===== src/rtl/arb_mux_if.sv =====
// Handshake bundle for arb_mux: CHANNELS producers on the input side, one consumer on
// the output side. The arbiter sits on the slave modport; the driving environment
// uses the master modport.
interface arb_mux_if #(
    parameter int unsigned WIDTH    = 32,
    parameter int unsigned CHANNELS = 4,
    parameter int unsigned SEL_W    = 2
);
    logic [CHANNELS*WIDTH-1:0] in_data;
    logic [CHANNELS-1:0]       in_valid;
    logic [CHANNELS-1:0]       in_ready;
    logic [WIDTH-1:0]          out_data;
    logic                      out_valid;
    logic                      out_ready;
    logic [SEL_W-1:0]          out_sel;

    modport master (
        output in_data,
        output in_valid,
        output out_ready,
        input  in_ready,
        input  out_data,
        input  out_valid,
        input  out_sel
    );

    modport slave (
        input  in_data,
        input  in_valid,
        input  out_ready,
        output in_ready,
        output out_data,
        output out_valid,
        output out_sel
    );
endinterface


===== src/rtl/arb_mux.sv =====
// Registered N-channel merge point. A combinational arbiter (fixed priority or
// round-robin) picks one valid channel; its word is captured in a single output
// register that is refilled whenever it is empty or being drained.
module arb_mux #(
    parameter int unsigned WIDTH    = 32,
    parameter int unsigned CHANNELS = 4,
    parameter int unsigned SEL_W    = 2,
    parameter int unsigned MODE     = 1
) (
    input  logic     clk,
    input  logic     rst_n,
    arb_mux_if.slave bus
);
    localparam int CH = int'(CHANNELS);

    logic [WIDTH-1:0]      r_out_data;
    logic [SEL_W-1:0]      r_out_sel;
    logic                  r_out_valid;
    logic [SEL_W-1:0]      r_rr_ptr;

    logic                  w_load_en;
    logic [2*CHANNELS-1:0] w_req_dbl;
    logic [CHANNELS-1:0]   w_req_rot;
    logic [CHANNELS-1:0]   w_grant;
    logic [SEL_W-1:0]      w_grant_idx;
    logic [WIDTH-1:0]      w_grant_data;
    logic [CHANNELS-1:0]   w_in_ready;
    logic                  w_in_xfer;
    logic [SEL_W-1:0]      w_ptr_next;

    assign w_load_en = !r_out_valid || bus.out_ready;

    // In MODE 0 r_rr_ptr never leaves 0, so the rotated search degenerates to
    // plain lowest-index priority.
    assign w_req_dbl = {bus.in_valid, bus.in_valid} >> r_rr_ptr;
    assign w_req_rot = w_req_dbl[CHANNELS-1:0];

    // First requester in rotated order, mapped back to its absolute channel index.
    always_comb begin
        logic found;
        int   off;
        int   pos;
        found = 1'b0;
        off   = 0;
        for (int j = 0; j < CH; j++) begin
            if (!found && w_req_rot[j]) begin
                found = 1'b1;
                off   = j;
            end
        end
        pos = int'(r_rr_ptr) + off;
        if (pos >= CH) begin
            pos = pos - CH;
        end
        w_grant_idx = SEL_W'(pos);
        w_grant     = '0;
        for (int i = 0; i < CH; i++) begin
            w_grant[i] = found && (i == pos);
        end
    end

    // Data of the granted channel (zero when nothing is granted).
    always_comb begin
        w_grant_data = '0;
        for (int i = 0; i < CH; i++) begin
            if (w_grant[i]) begin
                w_grant_data = bus.in_data[i*WIDTH +: WIDTH];
            end
        end
    end

    // Reset gates in_ready so nothing is accepted during the reset cycle.
    assign w_in_ready = (rst_n && w_load_en) ? w_grant : '0;
    assign w_in_xfer  = |w_in_ready;
    assign w_ptr_next = (w_grant_idx == SEL_W'(CH - 1)) ? '0 : w_grant_idx + 1'b1;

    // Output register and round-robin pointer; reset wins over any transfer.
    always_ff @(posedge clk) begin
        if (!rst_n) begin
            r_out_data  <= '0;
            r_out_sel   <= '0;
            r_out_valid <= 1'b0;
            r_rr_ptr    <= '0;
        end else if (w_in_xfer) begin
            r_out_data  <= w_grant_data;
            r_out_sel   <= w_grant_idx;
            r_out_valid <= 1'b1;
            if (MODE == 1) begin
                r_rr_ptr <= w_ptr_next;
            end
        end else if (bus.out_ready) begin
            r_out_valid <= 1'b0;
        end
    end

    assign bus.in_ready  = w_in_ready;
    assign bus.out_data  = r_out_data;
    assign bus.out_valid = r_out_valid;
    assign bus.out_sel   = r_out_sel;
endmodule


===== src/flat_wrapper.sv =====
// flat-port wrapper written by rule: the top's interface ports become plain ports
module arb_mux_flat 
#(
    parameter int unsigned WIDTH    = 32,
    parameter int unsigned CHANNELS = 4,
    parameter int unsigned SEL_W    = 2,
    parameter int unsigned MODE     = 1
)
  (clk, rst_n, bus_in_data, bus_in_valid, bus_out_ready, bus_in_ready, bus_out_data, bus_out_valid, bus_out_sel);
  arb_mux_if #(.WIDTH(WIDTH), .CHANNELS(CHANNELS), .SEL_W(SEL_W)) bus_i ();
  input  logic clk;
  input  logic rst_n;
  input wire logic [$bits(bus_i.in_data)-1:0] bus_in_data;
  input wire logic [$bits(bus_i.in_valid)-1:0] bus_in_valid;
  input wire logic [$bits(bus_i.out_ready)-1:0] bus_out_ready;
  output wire logic [$bits(bus_i.in_ready)-1:0] bus_in_ready;
  output wire logic [$bits(bus_i.out_data)-1:0] bus_out_data;
  output wire logic [$bits(bus_i.out_valid)-1:0] bus_out_valid;
  output wire logic [$bits(bus_i.out_sel)-1:0] bus_out_sel;
  assign bus_i.in_data = bus_in_data;
  assign bus_i.in_valid = bus_in_valid;
  assign bus_i.out_ready = bus_out_ready;
  assign bus_in_ready = bus_i.in_ready;
  assign bus_out_data = bus_i.out_data;
  assign bus_out_valid = bus_i.out_valid;
  assign bus_out_sel = bus_i.out_sel;
  arb_mux #(.WIDTH(WIDTH), .CHANNELS(CHANNELS), .SEL_W(SEL_W), .MODE(MODE)) u_core (.clk(clk), .rst_n(rst_n), .bus(bus_i));
endmodule

===== config.mk =====
export PLATFORM = sky130hd
export DESIGN_NAME = arb_mux_flat
export DESIGN_NICKNAME = d
export VERILOG_FILES = /design/src/rtl/arb_mux_if.sv /design/src/rtl/arb_mux.sv /design/src/flat_wrapper.sv
export SDC_FILE = /design/constraint.sdc
export NUM_CORES = 1
export LEC_CHECK = 0
export ABC_AREA = 0
export BUFFER_PORTS_ARGS = -buffer_cell sky130_fd_sc_hd__buf_2
export CAP_MARGIN = 20
export CORE_ASPECT_RATIO = 0.6
export CORE_MARGIN = 10
export CORE_UTILIZATION = 43
export CTS_CLUSTER_SIZE = 14
export DETAILED_ROUTE_END_ITERATION = 8
export GPL_TIMING_DRIVEN = 0
export PLACE_DENSITY = 0.79
export RECOVER_POWER = 100
export SYNTH_ARGS = -nofsm -noshare
export SYNTH_HDL_FRONTEND = slang
export SYNTH_SLANG_ARGS = --single-unit

===== constraint.sdc =====
create_clock -name clk -period 6.2 [get_ports clk]
set_input_delay 0.62 -clock clk [delete_from_list [all_inputs] [get_ports clk]]
set_output_delay 0.62 -clock clk [all_outputs]
set_load 0.02 [all_outputs]

# Word-level counts from Yosys, hierarchy flattened
# Index checks and enable logic that the tools add are counted.
[word_totals]
ff_bits = 37
input_bits = 135
out_inout_bits = 39
wordCells = 45
[classes]
n_addsub = 3
magnitude_cmp = 1
n_eq_ne = 4
shifts = 1
n_mux = 16
n_reduce_logical = 16
[ops]
columns = ["op", "count"]
rows = [
  ["32-bit 2-to-1 mux", 5],
  ["3-bit by 32-bit == test with 1-bit output (first input constant)", 2],
  ["2-bit by 32-bit == test with 1-bit output (first input constant)", 1],
  ["32-bit by 4-bit greater-or-equal comparator with 1-bit output (second input constant)", 1],
  ["32-bit logical NOT", 1],
  ["32-bit by 4-bit subtractor with 32-bit output (second input constant)", 1],
  ["1-bit logical AND", 8],
  ["8-bit by 2-bit >> shifter with 4-bit output", 1],
  ["1-bit 2-to-1 mux", 7],
  ["2-bit 2-to-1 mux", 3],
  ["1-bit logical NOT", 4],
  ["4-bit 2-to-1 mux", 1],
  ["4-bit OR reduction", 1],
  ["2-bit by 2-bit adder with 3-bit output", 1],
  ["2-bit by 1-bit adder with 2-bit output (second input constant)", 1],
  ["2-bit == test (second input constant)", 1],
  ["2-bit nonzero test", 1],
  ["1-bit logical OR", 1],
]

# Logic depth before layout (Yosys ltp)
# Gate-level depths: netlist (run 1).
[depth]
ltp_word = 20
ltp_mapped = 18

# Worst setup path before layout (run 1)
# OpenSTA, ideal clock, no wires.
[synth_timing]
path_kind = "input to register"
start = "input port bus_in_valid[0]"
end = "register u_core.r_out_data[0], in the netlist u_core.bus.out_data[0]"
setup_ns = 0.130
t_arrival_ns = 3.509
required_time_ns = 6.070
path_slack_ns = 2.561
stages = 17
n_path_buf = 4
cell_sequence = "buf_2 > nand2b_1 > o22ai_1 > o21ai_0 > nand2_1 > ha_1 > xor2_1 > nand3_1 > nand2_2 > clkinv_1 > buf_2 > ha_1 > nor4_4 > a211o_1 > buf_6 > buf_6 > o221ai_2"
[synth_via]
elab_chain_cells = 20
word_cells_on_any_way = 32
cone_classes = "add/sub: 2; order compare: 1; eq/ne: 3; shift: 1; mux: 13; reduce/logical: 12"
[synth_lines]
columns = ["item", "line", "text"]
rows = [
  ["start: declaration", "flat_wrapper.sv:14", "input wire logic [$bits(bus_i.in_valid)-1:0] bus_in_valid;"],
  ["8-bit by 2-bit >> shifter with 4-bit output (*)", "arb_mux.sv:35", "assign w_req_dbl = {bus.in_valid, bus.in_valid} >> r_rr_ptr;"],
  ["1-bit 2-to-1 mux", "arb_mux.sv:46", "if (!found && w_req_rot[j]) begin"],
  ["1-bit logical NOT", "arb_mux.sv:46", ""],
  ["1-bit logical AND", "arb_mux.sv:46", ""],
  ["1-bit 2-to-1 mux", "arb_mux.sv:46", ""],
  ["1-bit logical NOT", "arb_mux.sv:46", ""],
  ["1-bit logical AND", "arb_mux.sv:46", ""],
  ["1-bit 2-to-1 mux", "arb_mux.sv:46", ""],
  ["1-bit logical NOT", "arb_mux.sv:46", ""],
  ["1-bit logical AND", "arb_mux.sv:46", ""],
  ["2-bit 2-to-1 mux", "arb_mux.sv:46", ""],
  ["2-bit by 2-bit adder with 3-bit output", "arb_mux.sv:51", "pos = int'(r_rr_ptr) + off;"],
  ["32-bit by 4-bit subtractor with 32-bit output / 32-bit by 4-bit greater-or-equal comparator with 1-bit output (equally long branches)", "arb_mux.sv:53, arb_mux.sv:52", ""],
  ["32-bit 2-to-1 mux", "arb_mux.sv:52", "if (pos >= CH) begin"],
  ["32-bit logical NOT", "arb_mux.sv:58", "w_grant[i] = found && (i == pos);"],
  ["1-bit logical AND", "arb_mux.sv:58", ""],
  ["32-bit 2-to-1 mux (4 in series)", "arb_mux.sv:66", "if (w_grant[i]) begin"],
  ["end signal: assignment", "arb_mux.sv:85", "r_out_data <= w_grant_data;"],
  ["end: declaration", "arb_mux.sv:16", "logic [WIDTH-1:0] r_out_data;"],
]
# Every way passes the cells marked *; elsewhere a longest branch is shown, timed or not.
# A chain may end at the register's enable or synchronous reset.

# Final worst setup path (run 1)
[layout_timing]
start = "register u_core.r_rr_ptr[0]"
end = "register u_core.r_out_data[14], in the netlist u_core.bus.out_data[14]"
[layout_via]
elab_chain_cells = 20
word_cells_on_any_way = 32
cone_classes = "add/sub: 2; order compare: 1; eq/ne: 3; shift: 1; mux: 13; reduce/logical: 12"
[layout_lines]
columns = ["item", "line", "text"]
rows = [
  ["start: declaration", "arb_mux.sv:19", "logic [SEL_W-1:0] r_rr_ptr;"],
  ["start signal: assignment", "arb_mux.sv:89", "r_rr_ptr <= w_ptr_next;"],
  ["8-bit by 2-bit >> shifter with 4-bit output", "arb_mux.sv:35", ""],
  ["1-bit 2-to-1 mux", "arb_mux.sv:46", ""],
  ["1-bit logical NOT", "arb_mux.sv:46", ""],
  ["1-bit logical AND", "arb_mux.sv:46", ""],
  ["1-bit 2-to-1 mux", "arb_mux.sv:46", ""],
  ["1-bit logical NOT", "arb_mux.sv:46", ""],
  ["1-bit logical AND", "arb_mux.sv:46", ""],
  ["1-bit 2-to-1 mux", "arb_mux.sv:46", ""],
  ["1-bit logical NOT", "arb_mux.sv:46", ""],
  ["1-bit logical AND", "arb_mux.sv:46", ""],
  ["2-bit 2-to-1 mux", "arb_mux.sv:46", ""],
  ["2-bit by 2-bit adder with 3-bit output", "arb_mux.sv:51", ""],
  ["32-bit by 4-bit subtractor with 32-bit output / 32-bit by 4-bit greater-or-equal comparator with 1-bit output (equally long branches)", "arb_mux.sv:53, arb_mux.sv:52", ""],
  ["32-bit 2-to-1 mux", "arb_mux.sv:52", ""],
  ["32-bit logical NOT", "arb_mux.sv:58", ""],
  ["1-bit logical AND", "arb_mux.sv:58", ""],
  ["32-bit 2-to-1 mux (4 in series)", "arb_mux.sv:66", ""],
]
# Parallel ways exist; a longest one is shown, timed or not.

==> results of run 1 <==
## power breakdown
part           total [W]  internal, W  switching, W
registers       0.000381     0.000333     0.0000474
clock network   0.000341     0.000232      0.000109
logic            0.00172     0.000626       0.00110
total            0.00245      0.00119       0.00125
## cells in the final DEF (no fill, tap or decap), types with 2 or more instances in the layout
cell type,instances
nor4_1,3
buf_4,2
buf_1,2
buf_6,6
clkbuf_16,5
a222oi_1,13
a211oi_1,13
o211ai_1,3
o22ai_1,2
bufinv_16,2
o21ai_0,8
or3_1,14
o221ai_1,10
inv_1,35
a21oi_1,21
o32ai_2,10
o32ai_1,21
nand3_1,23
dfxtp_1,37
nand2_1,24
nor3_1,20
buf_2,143
nor2_1,28
nor2b_1,14
clkbuf_1,55
nand2b_1,3
ha_1,2
o221ai_2,8
## flip-flops by register name, indices dropped and copies added, names as in the netlist
signal	cells
u_core.bus.out_data	32
u_core.r_rr_ptr	2
u_core.bus.out_valid	1
u_core.bus.out_sel	2
## routing by layer
metal	wire, µm	share of wire (%)
met1	5660	43
met2	5860	44
met3	1600	12
met4	121	0.91
met5	13	0.098
## cell families (layout without fill, tap and decap cells)
logic type,count (synthesis),in the layout
buf+inv,75,253
mux,1,1
fa+ha+maj,2,2
flops,37,37
simple gates,139,139
xor+xnor,2,2
compound gates,119,119
## cell type report
type | count | share of cell area (%)
sequential | 37 | 18.2
tap | 87 | 2.68
multi-input combinational | 263 | 45.9
timing repair buffer | 170 | 19.8
clock inverter | 3 | 1.69
buffer | 39 | 5.24
inverter | 36 | 3.33
clock buffer | 5 | 3.08
## worst min path at each step
stage | startpoint | to | slack (ns) | cells after the start
2_1_floorplan | u_core.bus.out_sel[1] | u_core.bus.out_sel[1] | 0.53 | 2
3_3_place_gp | u_core.bus.out_sel[1] | u_core.bus.out_sel[1] | 0.44 | 2
3_5_place_dp | u_core.bus.out_data[19] | u_core.bus.out_data[19] | 0.45 | 2
4_1_cts | u_core.bus.out_data[19] | u_core.bus.out_data[19] | 0.46 | 2
5_1_grt | u_core.bus.out_data[17] | u_core.bus.out_data[17] | 0.49 | 2
6_report | u_core.bus.out_data[4] | u_core.bus.out_data[4] | 0.46 | 2
## through the flow
stage | util [%] | setup WS (ns) | area, µm²
after floorplan | - | 2.56 | 2990
after global placement | 58.9 | 2.02 | 3950
after detailed placement | 58.9 | 1.90 | 3950
after CTS | 61.8 | 1.79 | 4150
after global routing | 60.6 | 0.806 | 4060
final | 60.6 | 1.27 | 4060
## critical path, stage by stage, from the launching register on
cell,delay [ns]
dfxtp_1,0.37
clkbuf_1,0.35
nor2_1,0.09
nand2_1,0.08
nand3_1,0.06
o21ai_0,0.09
nand2_1,0.08
ha_1,0.24
xor2_1,0.27
nand3_1,0.18
nand2_2,0.24
clkinv_1,0.28
buf_2,0.29
ha_1,0.26
nor4_1,1.06
o21ai_2,0.27
clkbuf_1,0.37
o221ai_1,0.27
==> metrics list, run 1 <==
- Worst max-slew margin expressed relative to the limit: roughly 15%
- The tree built by TritonCTS fans out to 37 sinks.
- Crit Path Category: register to register
- Number of diodes: 0
- Sequential cells were found to cover between 20% and 30% of the synthesized design area.
- The filler cells instantiated in the layout total 608.
- Clock transition at the registers of the reported paths: 0.06 ns
- In this run the horizontal extent of the chip is 128 µm.
- The floorplan step set the die height to between 80 and 90 µm.
* Buffer type at the clock tree root: clkbuf_16
- Unrepaired setup endpoints after global routing: no
* Area used by multi-input combinational logic: 1870 µm²
* Synthesis Warnings: 0
- I/O Buffers: 170
- Final hold violations: 0
- The cell area that synthesis handed to floorplanning was 2990 µm².
* Proportion of layout cells with a drive suffix above 1: between 30% and 40%
- The H-tree was split into 2 levels.
- The min-delay analysis places its worst path in the category register to register.
- The number of gates resized after CTS was 0.
- The synthesized design contains 0 enable-type register cells.
- The largest total area in the synthesized netlist belongs to dfxtp_1.
- Power spread over the standard cell area amounts to 602 nW/µm².
- Vias/cell: 6.06
* Core region area: 6710 µm²
- Fmax: 203 MHz
* Pin count of the biggest net entering global routing: 14
* Prevailing post-synth register cell: dfxtp_1
- Number of instances in the synthesized netlist: approximately 380
* Cell types occupying the most area after synthesis: dfxtp_1 25%, o32ai_1 6.1%, o32ai_2 5.4%
- Largest voltage drop on the vdd net: 242 µV
* Post-synthesis compound-gate area fraction: 37.2%
- The final route contains 3878 vias.
- First-pass GRT wire length: roughly 21 mm
* Cell row count: 23
* Worst hold slack: approximately 0.46 ns
- Max Fanout on Critical Path: 10
- 174 I/O pins were placed.
- The endpoint identified for the worst register-to-register timing path is u_core.bus.out_data[14].
- Of the total synthesized cell area, the portion taken by full adders, half adders and majority gates is less than 1%.
- Worst-case register-to-register setup slack: 1.27 ns
- Xor/xnor cell area share of the yosys netlist: 0.586%
* Outcome: completed
- End of the critical path: u_core.bus.out_data[14]
* Worst skew pair latency: approximately 0.28 ns
- Global routing consumed, on the met1 layer, 29.2% of the routing resources.
- Finished Layout Cells: 640
- In this run the mean area of a mapped cell was between 7 and 8 µm².
- Global routing consumed, on the met2 layer, 35.4% of the routing resources.
- The count of nets left with antenna violations once routing finished came out at 0.
* Fraction of registers with async set/reset: 0%
* Setup violators final: 0
- After synthesis, the largest family of logic cells by area is compound AO/OA/AOI/OAI gates.
* Type of element launching the critical path: register
- Setup fix buffers added after clock tree synthesis: 0
- The synthesized design contains 37 register bits.
- Minimum clock period: 4.93 ns
* Clock tree from TritonCTS: built
- The synthesized netlist devotes 24.6% of its cell area to simple gates.
* Setup tns final: 0 ns
* Total wirelength of the detailed-routed design: 13.2 mm
- Area of the die: approximately 11000 µm²
* Power Total: ~0.0024 W
* Number of placed cells counting well taps: 632
- In the final routed layout, each cell accounts on average for 20.7 µm.
- The number of global-route vias before repair came to 3941.
* R2R Path Start: u_core.r_rr_ptr[0]
* Synth cell types: 53
- Clock skew on the completed layout was measured at 0.00558 ns.
- Number of optimization iterations in the first detailed-route pass: 5
* Routability congestion estimate: 0.912
* Static leakage power: 1.68 nW
- CTS buffer count: 5
- The number of pins exceeding their max-slew limit in the final report is 0.
- Worst reg-to-reg path cell count: 17
- Number of nets at the end of the flow: 689
* Max Cap Viol: 0
* Post-synthesis net count: 512
- Once the floorplan was initialized, standard cells occupied 44.6% of the core.
- The most common cell in the synthesized netlist is dfxtp_1.
- Slew at the pin with the worst max-slew slack: around 1.3 ns
* Number of design rule violations left after detail routing: 0
- Endpoint required time on the critical path: 6.40 ns
- The number of antenna violations at the first check in global routing was 1.
- Buffer levels on the longest clock path: 2
- Endpoint class of the critical path: register
- Final global-route overflow total: 0
- Area overhead of the layout relative to synthesis: 35.8%
* Half-perimeter wire length after detailed placement: 10.3 mm
- The first routing iteration left 385 violations.
- In this run, post-CTS hold repair placed 0 buffers.
- Of the post-synthesis cell area, the part taken by muxes is 0.335%.
- In this run the most used layer during global routing was met2.
- Final clock period utilization by the worst path: approximately four fifths
* Critical path origin: u_core.r_rr_ptr[0]
* GR Util All Layers: 22.6%
- GRT met3 Usage: 8.35%
* Share of Yosys cell area claimed by the top area cell type: 24.8%
* Register area: approximately 740 µm²
- Ranked by instance count, the synthesized netlist is headed by 37 x dfxtp_1, 35 x inv_1, 28 x nor2_1.
- Arrival time reported for the critical path endpoint: 5.13 ns
No activity file was read; power rests on OpenSTA's default activity.
==> run 2, diff against run 1 <==
==> constraint.sdc (replaced) <==
create_clock -name clk -period 5.1 [get_ports clk]
set_input_delay 0.51 -clock clk [delete_from_list [all_inputs] [get_ports clk]]
set_output_delay 0.51 -clock clk [all_outputs]
set_load 0.02 [all_outputs]
==> run 2 against run 1 <==
Wire length hardly changed. Non-clock buffer count is the same. Final cell count stayed put. Sequential share of layout area is 0.062 points lower. Clock skew is essentially flat. Clock-buffer cell count unchanged. Combinational power grew 23%. Core utilization rose by 0.21 points. Critical path depth decreased by 1. Setup slack got worse by 0.72 ns.
==> metrics list, run 2 (synthesized netlist as in run 1, its figures left out) <==
* Outcome: completed
* Worst hold slack: ~0.45 ns
* Width of the die: 128 µm
- Once the floorplan was initialized, standard cells occupied 44.6% of the core.
- Sequential cells burn 15.5% of the power.
- For this block, the via count after detailed routing is approximately 3900.
* Unrepaired setup endpoints after global routing: no
- The die covers 10800 µm².
- For this run, the total global-route usage over all layers was measured as 22.6%.
* I/O Buffers: 170
- Endpoint class of the critical path: output port
* CTS buffer count: 5
- Power per Cell Area: 735 nW/µm²
* Slew at the pin with the worst max-slew slack: 1.12 ns
- Data on the critical path is required at its endpoint by 4.59 ns.
- From synthesis to final layout, the design area changed by 36.2%.
- Number of placed I/O pins: between 150 and 200
- Number of DRC violations after detailed-routing iteration 0: 360
- CTS saw 37 sinks.
- Hold Crit Class: input port to register
- Across the VDD grid, the largest voltage drop is 295 µV.
- At the placement stage, the worst setup path has a slack of around 0.91 ns.
- The core region is 6710 µm².
- Number of antenna-violating nets in the routed design: 0
- Leaving out fill and tap cells, the most frequent cells in the layout are 142 x buf_2, 56 x clkbuf_1, 37 x dfxtp_1, 35 x inv_1, 28 x nor2_1.
- Worst skew pair latency: about 0.28 ns
- Antenna violations before repair: 1
- Share of total power in combinational logic: 70.7%
* Net load switching power: approximately 0.0015 W
- Number of hold-repair buffers added at the cts stage: 0
* Final global-route overflow total: 0
* Number of buffers and inverters on the critical path: 5
- Critical Path Slowest Stage Cell: clkbuf_1
* Crit path top cell by count: clkbuf_1
- Cell-by-cell listing of the critical path: clkbuf_1, nor2_1, nand2_1, nand3_1, o21ai_0, nand2_1, ha_1, xnor2_1, o21ai_0, nand2_2, clkinv_1, clkbuf_1, ha_1, clkbuf_1, and2_0, buf_2
- TritonCTS built the clock tree.
- The repair_antennas step left the layout with diodes totalling 0.
* Switching power as a share of total power: 51.3%
- In the routed design, unresolved DRC markers number 0.
- The clock passes through at most 2 buffers.
* Buffer type at the clock tree root: clkbuf_16
* Vias in the first global route: 3941
* Clock transition at the registers of the reported paths: 0.06 ns
* Final clock period utilization by the worst path: about nine tenths
- Detailed placement finished with a half-perimeter wire length of 10.3 mm.
- Max Cap Viol: 0
- Flip-flop count of the largest register, all copies and words added: 32
- Final hold violations: 0
- Clock share of power: 13.8%
- Slack of the critical path: 0.551 ns
- The routed design has roughly 13 mm of wire.
- Setup violators final: 0
- Max Fanout on Critical Path: 10
- Static timing analysis puts the maximum clock frequency at 220 MHz.
* Static leakage power: 1.68 nW
- The first TritonRoute pass finished after 5 iterations.
- Vias/cell: 6.06
- After the last flow step, the layout net total stands at 689.
* Setup fix buffers added after clock tree synthesis: 0
- Minimum clock period: 4.55 ns
* Cell row count: 23
* Pin count of the biggest net entering global routing: 14
* Most common cell after layout, fill and taps aside: buf_2
- Cell-internal power: 0.00146 W
* Proportion of layout cells with a drive suffix above 1: between 30% and 40%
- Crit Path Category: register to output port
* First-pass GRT wire length: 20.6 mm
- Die Y: 84.6 µm
* Type of element launching the critical path: register
- On the worst path, the slowest cell contributes a delay of 0.47 ns.
* Post-CTS Resized: 0
- Worst max-slew margin expressed relative to the limit: 24.7%
- Across the routed clock network, the largest skew measured is 0.00544 ns.
- Setup tns final: 0 ns
- Arrival time reported for the critical path endpoint: 4.04 ns
* Depth of the CTS H-tree: 2
- Routability congestion estimate: 0.912
* Final count of pins violating max slew: 0
- The kind of cell with the highest combined delay along the critical path is buffers and inverters.
- Dividing the detail-routed wire length by the instance count gives 20.7 µm.
run 2: changes by cell type in the layout (fill, tap and decap cells not counted), sizes merged:
| cell | before | now |
|---|---|---|
| buf | 153 | 152 |
| clkbuf | 61 | 62 |
run 2: final timing paths:
| check | cells after the start | startpoint | slack (ns) | end |
|---|---|---|---|---|
| worst max-delay path | 16 | u_core.r_rr_ptr[0] | 0.55 | bus_in_ready[0] |
| worst min-delay path | 3 | bus_in_data[101] | 0.45 | u_core.bus.out_data[5] |
| worst max register to register | 17 | u_core.r_rr_ptr[0] | 0.66 | u_core.bus.out_data[16] |
| worst min register to register | 2 | u_core.bus.out_data[4] | 0.46 | u_core.bus.out_data[4] |
run 2: area by class of cell:
type | count | area [µm²]
clock buffer | 5 | 125
sequential | 37 | 741
timing repair buffer | 170 | 805
clock inverter | 3 | 68.8
tap | 87 | 109
fill | 606 | 2630
inverter | 36 | 135
buffer | 39 | 211
multi-input combinational | 263 | 1880
run 2: metal layers:
metal / track usage (%) / share of wire [%] / vias up
met3: 8.35 / 12 / 23
met1: 29.2 / 43 / 1820
met5: 0 / 0.098 / -
met4: 4.28 / 1.2 / 2
li1: - / - / 1779
met2: 35.4 / 44 / 252
run 2: worst reg2reg max path, cell delays in order, from the launching register on:
cell and delay [ns]:
dfxtp_1 0.37, clkbuf_1 0.35, nor2_1 0.10, nand2_1 0.08, nand3_1 0.06, o21ai_0 0.09, nand2_1 0.09, ha_1 0.24
xor2_1 0.27, nand3_1 0.18, nand2_2 0.24, clkinv_1 0.28, clkbuf_1 0.35, ha_1 0.36, nor4_4 0.50, o21ai_2 0.20
clkbuf_1 0.34, o221ai_1 0.28
run 2: stage by stage:
| step | utilization (%) | instances | area [µm²] | power [W] |
|---|---|---|---|---|
| 4_1_cts | 61.8 | 640 | 4150 | 0.00302 |
| 3_5_place_dp | 58.9 | 632 | 3950 | 0.00260 |
| 3_3_place_gp | 58.9 | 632 | 3950 | 0.00253 |
| 2_1_floorplan | - | 375 | 2990 | 0.00201 |
| 6_report | 60.8 | 640 | 4080 | 0.00299 |
| 5_1_grt | 60.8 | 640 | 4080 | 0.00319 |
run 2: power by group through the flow:
stage | sequential [W] | clock, W | combinational, W
floorplan | 0.000575 | 0 | 0.00143
global placement | 0.000460 | 0 | 0.00207
detailed placement | 0.000464 | 0 | 0.00214
CTS | 0.000458 | 0.000416 | 0.00214
global route | 0.000471 | 0.000432 | 0.00229
finish | 0.000463 | 0.000414 | 0.00212
